===== src/rtl/conv_pe_param.sv =====
// Convolution PE: signed MAC, NUM_RES-slot quantised buffer, MEM_DEPTH-word result RAM, valid/ready drain.
// Optional PE_SAT_EN: saturating quantisation with a sticky ovf_flag; undefined = wrap, ovf_flag tied 0.
module conv_pe_param #(
    parameter int DATA_W    = 8,
    parameter int ACC_W     = 24,
    parameter int OUT_W     = 8,
    parameter int SHIFT     = 0,
    parameter int NUM_RES   = 4,
    parameter int MEM_DEPTH = 128
) (
    input  logic                          clk,
    input  logic                          rst,
    input  logic                          acc_clr,
    input  logic                          acc_en,
    input  logic signed [DATA_W-1:0]      pixel,
    input  logic signed [DATA_W-1:0]      weight,
    input  logic                          res_clr,
    input  logic                          res_en,
    input  logic [$clog2(NUM_RES)-1:0]    res_index,
    input  logic                          wr_en,
    input  logic [$clog2(MEM_DEPTH)-1:0]  wr_adr,
    input  logic                          drain_start,
    output logic                          drain_busy,
    output logic                          out_valid,
    input  logic                          out_ready,
    output logic [NUM_RES*OUT_W-1:0]      out_data,
    output logic [$clog2(MEM_DEPTH)-1:0]  out_adr,
    output logic                          ovf_flag
);
    localparam int IDX_W  = $clog2(NUM_RES);
    localparam int AW     = $clog2(MEM_DEPTH);
    localparam int WORD_W = NUM_RES * OUT_W;

    typedef enum logic [1:0] {S_IDLE, S_READ, S_HOLD} state_t;

    state_t                     state_reg, state_next;
    logic signed [ACC_W-1:0]    acc_reg, acc_next;
    logic signed [2*DATA_W-1:0] prod;
    logic signed [ACC_W-1:0]    prod_ext;
    logic [OUT_W-1:0]           q;
    logic [WORD_W-1:0]          buf_word;
    logic [WORD_W-1:0]          mem [MEM_DEPTH];
    logic [WORD_W-1:0]          rd_data_reg;
    logic [AW-1:0]              rd_ptr_reg;
    logic [AW:0]                hwm_reg;
    logic [AW:0]                wr_end;
    logic                       wr_accept;
    logic                       last_word;

    assign prod     = pixel * weight;
    assign prod_ext = ACC_W'(prod);

    always_comb begin
        acc_next = acc_reg;
        if (acc_clr && acc_en)
            acc_next = prod_ext;
        else if (acc_clr)
            acc_next = '0;
        else if (acc_en)
            acc_next = acc_reg + prod_ext;
    end

    always_ff @(posedge clk or negedge rst) begin
        if (!rst)
            acc_reg <= '0;
        else
            acc_reg <= acc_next;
    end

`ifdef PE_SAT_EN
    localparam logic signed [ACC_W-1:0] Q_MAX = ACC_W'((1 << (OUT_W-1)) - 1);
    localparam logic signed [ACC_W-1:0] Q_MIN = ~Q_MAX;

    logic signed [ACC_W-1:0] shifted;
    logic                    q_clamp;
    logic                    ovf_reg;

    assign shifted = acc_reg >>> SHIFT;

    always_comb begin
        q       = shifted[OUT_W-1:0];
        q_clamp = 1'b0;
        if (shifted > Q_MAX) begin
            q       = {1'b0, {(OUT_W-1){1'b1}}};
            q_clamp = 1'b1;
        end else if (shifted < Q_MIN) begin
            q       = {1'b1, {(OUT_W-1){1'b0}}};
            q_clamp = 1'b1;
        end
    end

    always_ff @(posedge clk or negedge rst) begin
        if (!rst)
            ovf_reg <= 1'b0;
        else if (res_clr)
            ovf_reg <= 1'b0;
        else if (res_en && q_clamp)
            ovf_reg <= 1'b1;
    end

    assign ovf_flag = ovf_reg;
`else
    assign q        = OUT_W'(acc_reg >>> SHIFT);
    assign ovf_flag = 1'b0;
`endif

    // One register per slot; the packed view is what gets written to memory.
    genvar gi;
    generate
        for (gi = 0; gi < NUM_RES; gi++) begin : g_slot
            logic [OUT_W-1:0] slot_reg;
            always_ff @(posedge clk or negedge rst) begin
                if (!rst)
                    slot_reg <= '0;
                else if (res_clr)
                    slot_reg <= '0;
                else if (res_en && res_index == IDX_W'(gi))
                    slot_reg <= q;
            end
            assign buf_word[gi*OUT_W +: OUT_W] = slot_reg;
        end
    endgenerate

    assign wr_accept = wr_en && (state_reg == S_IDLE);
    assign wr_end    = (AW+1)'(wr_adr) + (AW+1)'(1);
    assign last_word = ((AW+1)'(rd_ptr_reg) + (AW+1)'(1)) == hwm_reg;

    // Plain array with registered read so the memory maps onto block RAM; contents are never reset.
    always_ff @(posedge clk) begin
        if (wr_accept)
            mem[wr_adr] <= buf_word;
        if (state_reg == S_READ)
            rd_data_reg <= mem[rd_ptr_reg];
    end

    always_comb begin
        state_next = state_reg;
        case (state_reg)
            S_IDLE:  if (drain_start && hwm_reg != '0) state_next = S_READ;
            S_READ:  state_next = S_HOLD;
            S_HOLD:  if (out_ready) state_next = last_word ? S_IDLE : S_READ;
            default: state_next = S_IDLE;
        endcase
    end

    always_ff @(posedge clk or negedge rst) begin
        if (!rst) begin
            state_reg  <= S_IDLE;
            rd_ptr_reg <= '0;
            hwm_reg    <= '0;
        end else begin
            state_reg <= state_next;
            if (state_reg == S_IDLE && drain_start)
                rd_ptr_reg <= '0;
            if (state_reg == S_HOLD && out_ready) begin
                if (last_word)
                    hwm_reg <= '0;
                else
                    rd_ptr_reg <= rd_ptr_reg + AW'(1);
            end
            if (wr_accept && wr_end > hwm_reg)
                hwm_reg <= wr_end;
        end
    end

    // Gate the data path so the outputs read zero whenever no word is on offer.
    assign drain_busy = (state_reg != S_IDLE);
    assign out_valid  = (state_reg == S_HOLD);
    assign out_data   = out_valid ? rd_data_reg : '0;
    assign out_adr    = out_valid ? rd_ptr_reg  : '0;

endmodule

===== config.mk =====
export PLATFORM = sky130hd
export DESIGN_NAME = conv_pe_param
export DESIGN_NICKNAME = d
export VERILOG_FILES = /design/src/rtl/conv_pe_param.sv
export SDC_FILE = /design/constraint.sdc
export NUM_CORES = 2
export LEC_CHECK = 0
export BUFFER_PORTS_ARGS = -buffer_cell sky130_fd_sc_hd__buf_2
export CORE_MARGIN = 5
export CORE_UTILIZATION = 57
export CTS_CLUSTER_SIZE = 8
export DETAILED_ROUTE_END_ITERATION = 16
export PLACE_DENSITY = 0.77
export SYNTH_ARGS = -nofsm -noshare
export SYNTH_HDL_FRONTEND = slang
export SYNTH_SLANG_ARGS = --single-unit

===== constraint.sdc =====
create_clock -name clk -period 4.65 [get_ports clk]
set_clock_uncertainty 0.15 [all_clocks]
set_input_delay 0.93 -clock clk [delete_from_list [all_inputs] [get_ports clk]]
set_output_delay 0.93 -clock clk [all_outputs]
set_load 0.02 [all_outputs]

== Word-level counts from Yosys, hierarchy flattened ==
Memory sizes are Yosys's and may differ from the RTL's. A register that Yosys moved wholly into a read port is not among the register bits.
Index checks and enable logic that the tools add are counted.

* Memories: 1
* Bits in writable memories: 4096
* Input port bits: 34
* Logic and storage cells: 71
* Output and inout port bits: 42
* Flip-flop bits (word level): 73

* Multiplexer cells: 25
* Multiply operators: 1
* Reductions and logical operators: 23
* Add/sub/neg operators: 4
* Equal/unequal tests: 8
* Order comparisons: 1

{| class="wikitable"
|+ Memory list
! name !! depth !! width !! read ports !! clocked after memory_dff !! wr ports !! RTL line !! RTL
|-
| mem || 128 || 32 || 1 || 1 || 1 || 42 || <nowiki>logic [WORD_W-1:0] mem [MEM_DEPTH];</nowiki>
|}

{| class="wikitable"
|+ Operators by type and width
! kind !! number
|-
| $mux W8 || 11
|-
| $mux W24 || 3
|-
| $mux W32 || 1
|-
| $mux W7 || 4
|-
| $add A24 B16 Y24 || 1
|-
| $add A7 B1 Y8 const B || 2
|-
| $mul A8 B8 Y16 || 1
|-
| $reduce_bool A2 Y1 || 7
|-
| $logic_and A1 B1 Y1 || 10
|-
| $eq A8 B8 Y1 || 1
|-
| $gt A8 B8 Y1 || 1
|-
| $reduce_bool A8 Y1 || 1
|-
| $add A7 B1 Y7 const B || 1
|-
| $eq A2 B2 Y1 const B || 3
|-
| $pmux W2 S3 || 1
|-
| $eq A2 B1 Y1 const B || 2
|-
| $logic_not A2 Y1 || 2
|-
| $mux W2 || 2
|-
| $ne A2 B1 Y1 const B || 2
|-
| $reduce_and A2 Y1 || 2
|-
| $mux W1 || 3
|-
| $reduce_bool A3 Y1 || 1
|}

== Longest topological paths before layout ==
* Depth in word-level cells: 5
* Depth in mapped cells: 19
* Depth with buffers taken out: 19

== Worst setup path before layout ==
Ideal clock, no wire load.

* Path kind: input-to-reg
* From: input port wr_adr[6]
* To: memory mem[97][0] (netlist bit) (enable)
* Data arrival time: 4.719 ns
* Library setup time: 0.501 ns
* Buffers on the path: 1
* Path slack: -0.720 ns
* Stages: 4
* Data required time: 3.999 ns
* Cell sequence: clkbuf_1 -> nor2b_1 -> nand3_1 -> nor4_1

{| class="wikitable"
|+ RTL lines
! element !! RTL line !! RTL
|-
| start, declared || 21 || <nowiki>input logic [$clog2(MEM_DEPTH)-1:0] wr_adr,</nowiki>
|-
| end, declared || 42 ||
|}

No word-level cell before the write port.

== Worst setup path after layout ==
* From: input port weight[2]
* To: register acc_reg[7]

* Longest elaborated chain between the ends: 5

{| class="wikitable"
|+ RTL lines
! element !! RTL line !! RTL
|-
| start, declared || 16 || <nowiki>input logic signed [DATA_W-1:0] weight,</nowiki>
|-
| $mul A8 B8 Y16 * || 50 || <nowiki>assign prod = pixel * weight;</nowiki>
|-
| $add A24 B16 Y24 || 60 || <nowiki>acc_next = acc_reg + prod_ext;</nowiki>
|-
| $mux W24 || 59 || <nowiki>else if (acc_en)</nowiki>
|-
| $mux W24 || 57 || <nowiki>else if (acc_clr)</nowiki>
|-
| $mux W24 * || 55 || <nowiki>if (acc_clr && acc_en)</nowiki>
|-
| end signal, assigned || 67 || <nowiki>acc_reg <= acc_next;</nowiki>
|-
| end, declared || 37 || <nowiki>logic signed [ACC_W-1:0] acc_reg, acc_next;</nowiki>
|}

Mark *: on every way between the ends. The rest lies on a longest branch, timed or not. The select of a mux whose other input is x is not followed.
A chain may end at the register's enable or synchronous reset.

==> flow_summary_export.csv <==
group,metric,value,unit
clock_tree,ctsHoldBuffers,0,
min_path,timing.hold.worst.class,"in -> async",
placement,count_of_buffers_inserted_at_the_top_level_ports,74,
yosys,synth_cell_type_count,47,
sta,hold-worst-slack,0.0242,ns
yosys,asyncSetResetFlopFracSynth,1.36,%
finish,mostFrequentLayoutCell,"edfxtp_1",
clock_tree,clkLatencyLatePin,0.98,ns
yosys,most_frequently_used_flop_master_after_synthesis,"edfxtp_1",
setup_path,worstReg2RegStart,"rd_ptr_reg[0]$_DFF_PN0_",
route,post-route-drc-count,0,
route,drtIter0Drc,14000,
finish,regArea,126000,µm²
clock_tree,clock_sinks,4185,
setup_path,startpoint,"weight[2]",
sta,final_hold_viol_count,0,
yosys,synth.top_cells.by_area,"edfxtp_1 (77%), mux4_2 (18%), dfrtp_1 (0.89%), mux2i_1 (0.60%), mux2_2 (0.45%)",
yosys,syn-cell-area,161000,µm²
yosys,synth_largest_type_area_fraction,76.9,%
yosys,synthesis.nets,6660,
global_routing,grt_max_degree,98,
global_routing,grtUsageTotal,30.7,%
die,floorplan_die_area,293000,µm²
yosys,edff_count_synth,4128,
pwr,p_sw,0.0229,W
pwr,peakVddDrop,0.406,mV
sta,layout_min_cycle_time,4.26,ns
sta,rsz0062_at_grt,"no",
pwr,leakage_power_total,64.4,nW
clock_tree,htree_num_levels,6,
clock_tree,post-cts-setup-buffer-count,0,
clock_tree,cts_resized,0,
yosys,synth-seq-cells,4185,
finish,multi_input_comb_area,35100,µm²
run,max_cap_viol_count,0,
pwr,switching_share,24.3,%
pwr,share_comb_of_total_power,13.9,%
pwr,design_power_total,0.0943,W
clock_tree,clock-root-buffer,"clkbuf_16",
yosys,most_area_hungry_cell_type_in_the_yosys_netlist,"edfxtp_1",
placement,dpl_cell_area,169000,µm²
sta,min_period_over_period,91.7,%
finish,layout.core_utilization,65.8,%
sta,final_slew_violations,0,
clock_tree,tritoncts,"yes",
setup_path,critical_path_arrival,4.92,ns
finish,n_fill_cell,15900,
finish,largest_register_ffs,4096,
die,die_x,542,µm
pwr,seq_power_share,45.0,%
pwr,p_per_area,508,nW/µm²
yosys,syn_area_per_cell,24.5,µm²
route,antenna_left,0,
clock_tree,path_clk_slew,0.05,ns
global_routing,first_global_vias,83500,
placement,place.detailed.hpwl,212000,µm
outcome,outcome,"complete, no violations",
clock_tree,cts_made_buffers,605,
global_routing,grt_overflow_total,0,
route,route.final.wire_length,448000,µm
die,core_region_area,282000,µm²
die,core.rowCount,195,
sta,slew_headroom,23.4,%
die,io_pins,76,
setup_path,criticalPathCategory,"in -> reg",
placement,gpl.final_weighted_congestion,0.850,
finish,most-common-layout-cells,"edfxtp_1 (4128), mux4_2 (1280), clkbuf_16 (614), buf_4 (252), nor2_4 (127)",
route,drt-pass1-iter-count,5,
setup_path,timing.critical_path.fanout_max,5,
die,floorplan.initialDensity,57.2,%
yosys,yosys_warnings,0,
setup_path,rrSetupSlack,0.64,ns
sta,finalSetupViolations,0,
finish,final_design_area_no_fill,185000,µm²
setup_path,critPathRequiredTime,5.30,ns
route,drt_via_density,7.21,
sta,max_clock_freq,235,MHz
die,die_h,542,µm
finish,final_net_count,7328,
yosys,synth_cells,6577,
route,via_count,80000,
setup_path,critical_path.endpoint_type,"flop",
pwr,power.internal,0.0714,W
finish,final_layout_size_suffix_gt1_share,35.3,%
global_routing,first_pass_grt_wire_length,633000,µm
yosys,synth_seq_area_share,77.8,%
sta,max_slew.worst_pin.slew,1.15,ns
global_routing,number_of_antenna_violations_at_the_first_check_in_global_routing,32,
clock_tree,clock_path_buffers,4,
pwr,share_clk_of_total_power,41.1,%
route,route.detailed.wl_per_inst,40.4,µm
setup_path,worstSetupStartpointType,"primary input",
finish,flow.area_growth_from_synthesis,15.1,%
## power groups by stage
stage          Sequential (W)  Clock, W  Combinational [W]
3_3_place_gp           0.0430         0             0.0125
2_1_floorplan          0.0429         0            0.00978
6_report               0.0424    0.0388             0.0131
3_5_place_dp           0.0431         0             0.0127
4_1_cts                0.0424    0.0390             0.0131
5_1_grt                0.0424    0.0409             0.0138
## cell type report
type,count,area share (%)
Sequential cell,4185,67.7
Multi-Input combinational cell,1994,18.9
Clock buffer,656,8.37
Tap cell,3743,2.53
Timing Repair Buffer,409,2.12
Clock inverter,38,0.272
Inverter,50,0.101
Antenna cell,23,0.0310
## synthesized netlist by cell type (35+ instances only)
library cell     n
and2_1          62
buf_2          139
clkbuf_1       167
dfrtp_1         57
edfxtp_1      4128
ha_1            36
inv_1           50
mux2_2          64
mux2i_1         96
mux4_2        1280
nand2_1         42
nor2_1         178
o22ai_1         35
## worst max-delay path: stages
cell,delay (ns)
buf_2,0.12
nand2_1,0.08
fa_1,0.49
fa_1,0.56
fa_1,0.44
fa_1,0.49
inv_1,0.04
ha_1,0.30
a21oi_1,0.21
xnor3_1,0.26
xnor3_1,0.26
and4b_1,0.25
a2111oi_2,0.33
o221ai_1,0.16
## final timing paths
path                                                           to  depth (start not counted)
worst max-delay path                       acc_reg[7]$_DFFE_PN0P_                         14
worst min-delay path            g_slot[0].slot_reg[7]$_DFFE_PN0P_                          1
worst max register to register          rd_data_reg[23]$_DFFE_PN_                          6
worst min register to register             hwm_reg[7]$_DFFE_PN0P_                          1
max in group asynchronous                 rd_ptr_reg[4]$_DFF_PN0_                          2
min in group clk                         state_reg[1]$_DFFE_PN0P_                          3
## per-layer routing
layer  share of wire [%]  track usage [%]  vias up
met2                  48             47.7     7467
met4                 6.0             15.5       20
met1                  33             41.2    41700
met3                  13             8.01     1393
met5               0.030                0        -
li1                    -                -    29500
## per-stage QoR
step | setup slack (ns) | TNS [ns] | instances
after floorplan | -0.112 | -0.112 | 6577
after global placement | -0.450 | -0.776 | 10400
after detailed placement | -0.523 | -0.889 | 10400
after CTS | 0.455 | 0 | 11100
after global routing | 0.225 | 0 | 11100
final | 0.386 | 0 | 11100
## cell families (layout without fill, tap and decap cells)
kind of cell | after synthesis | count (layout) | share of synthesized area, %
buffers and inverters | 398 | 1153 | 1.06
XOR/XNOR | 36 | 36 | 0.213
AO/OA/AOI/OAI | 120 | 120 | 0.531
other | 1 | 24 | 0.00233
multiplexers | 1440 | 1440 | 18.9
AND/OR/NAND/NOR | 348 | 348 | 0.995
flip-flops | 4185 | 4185 | 77.8
adder cells (fa/ha/maj) | 49 | 49 | 0.441
Note: power is estimated with default switching activity, not from simulation.
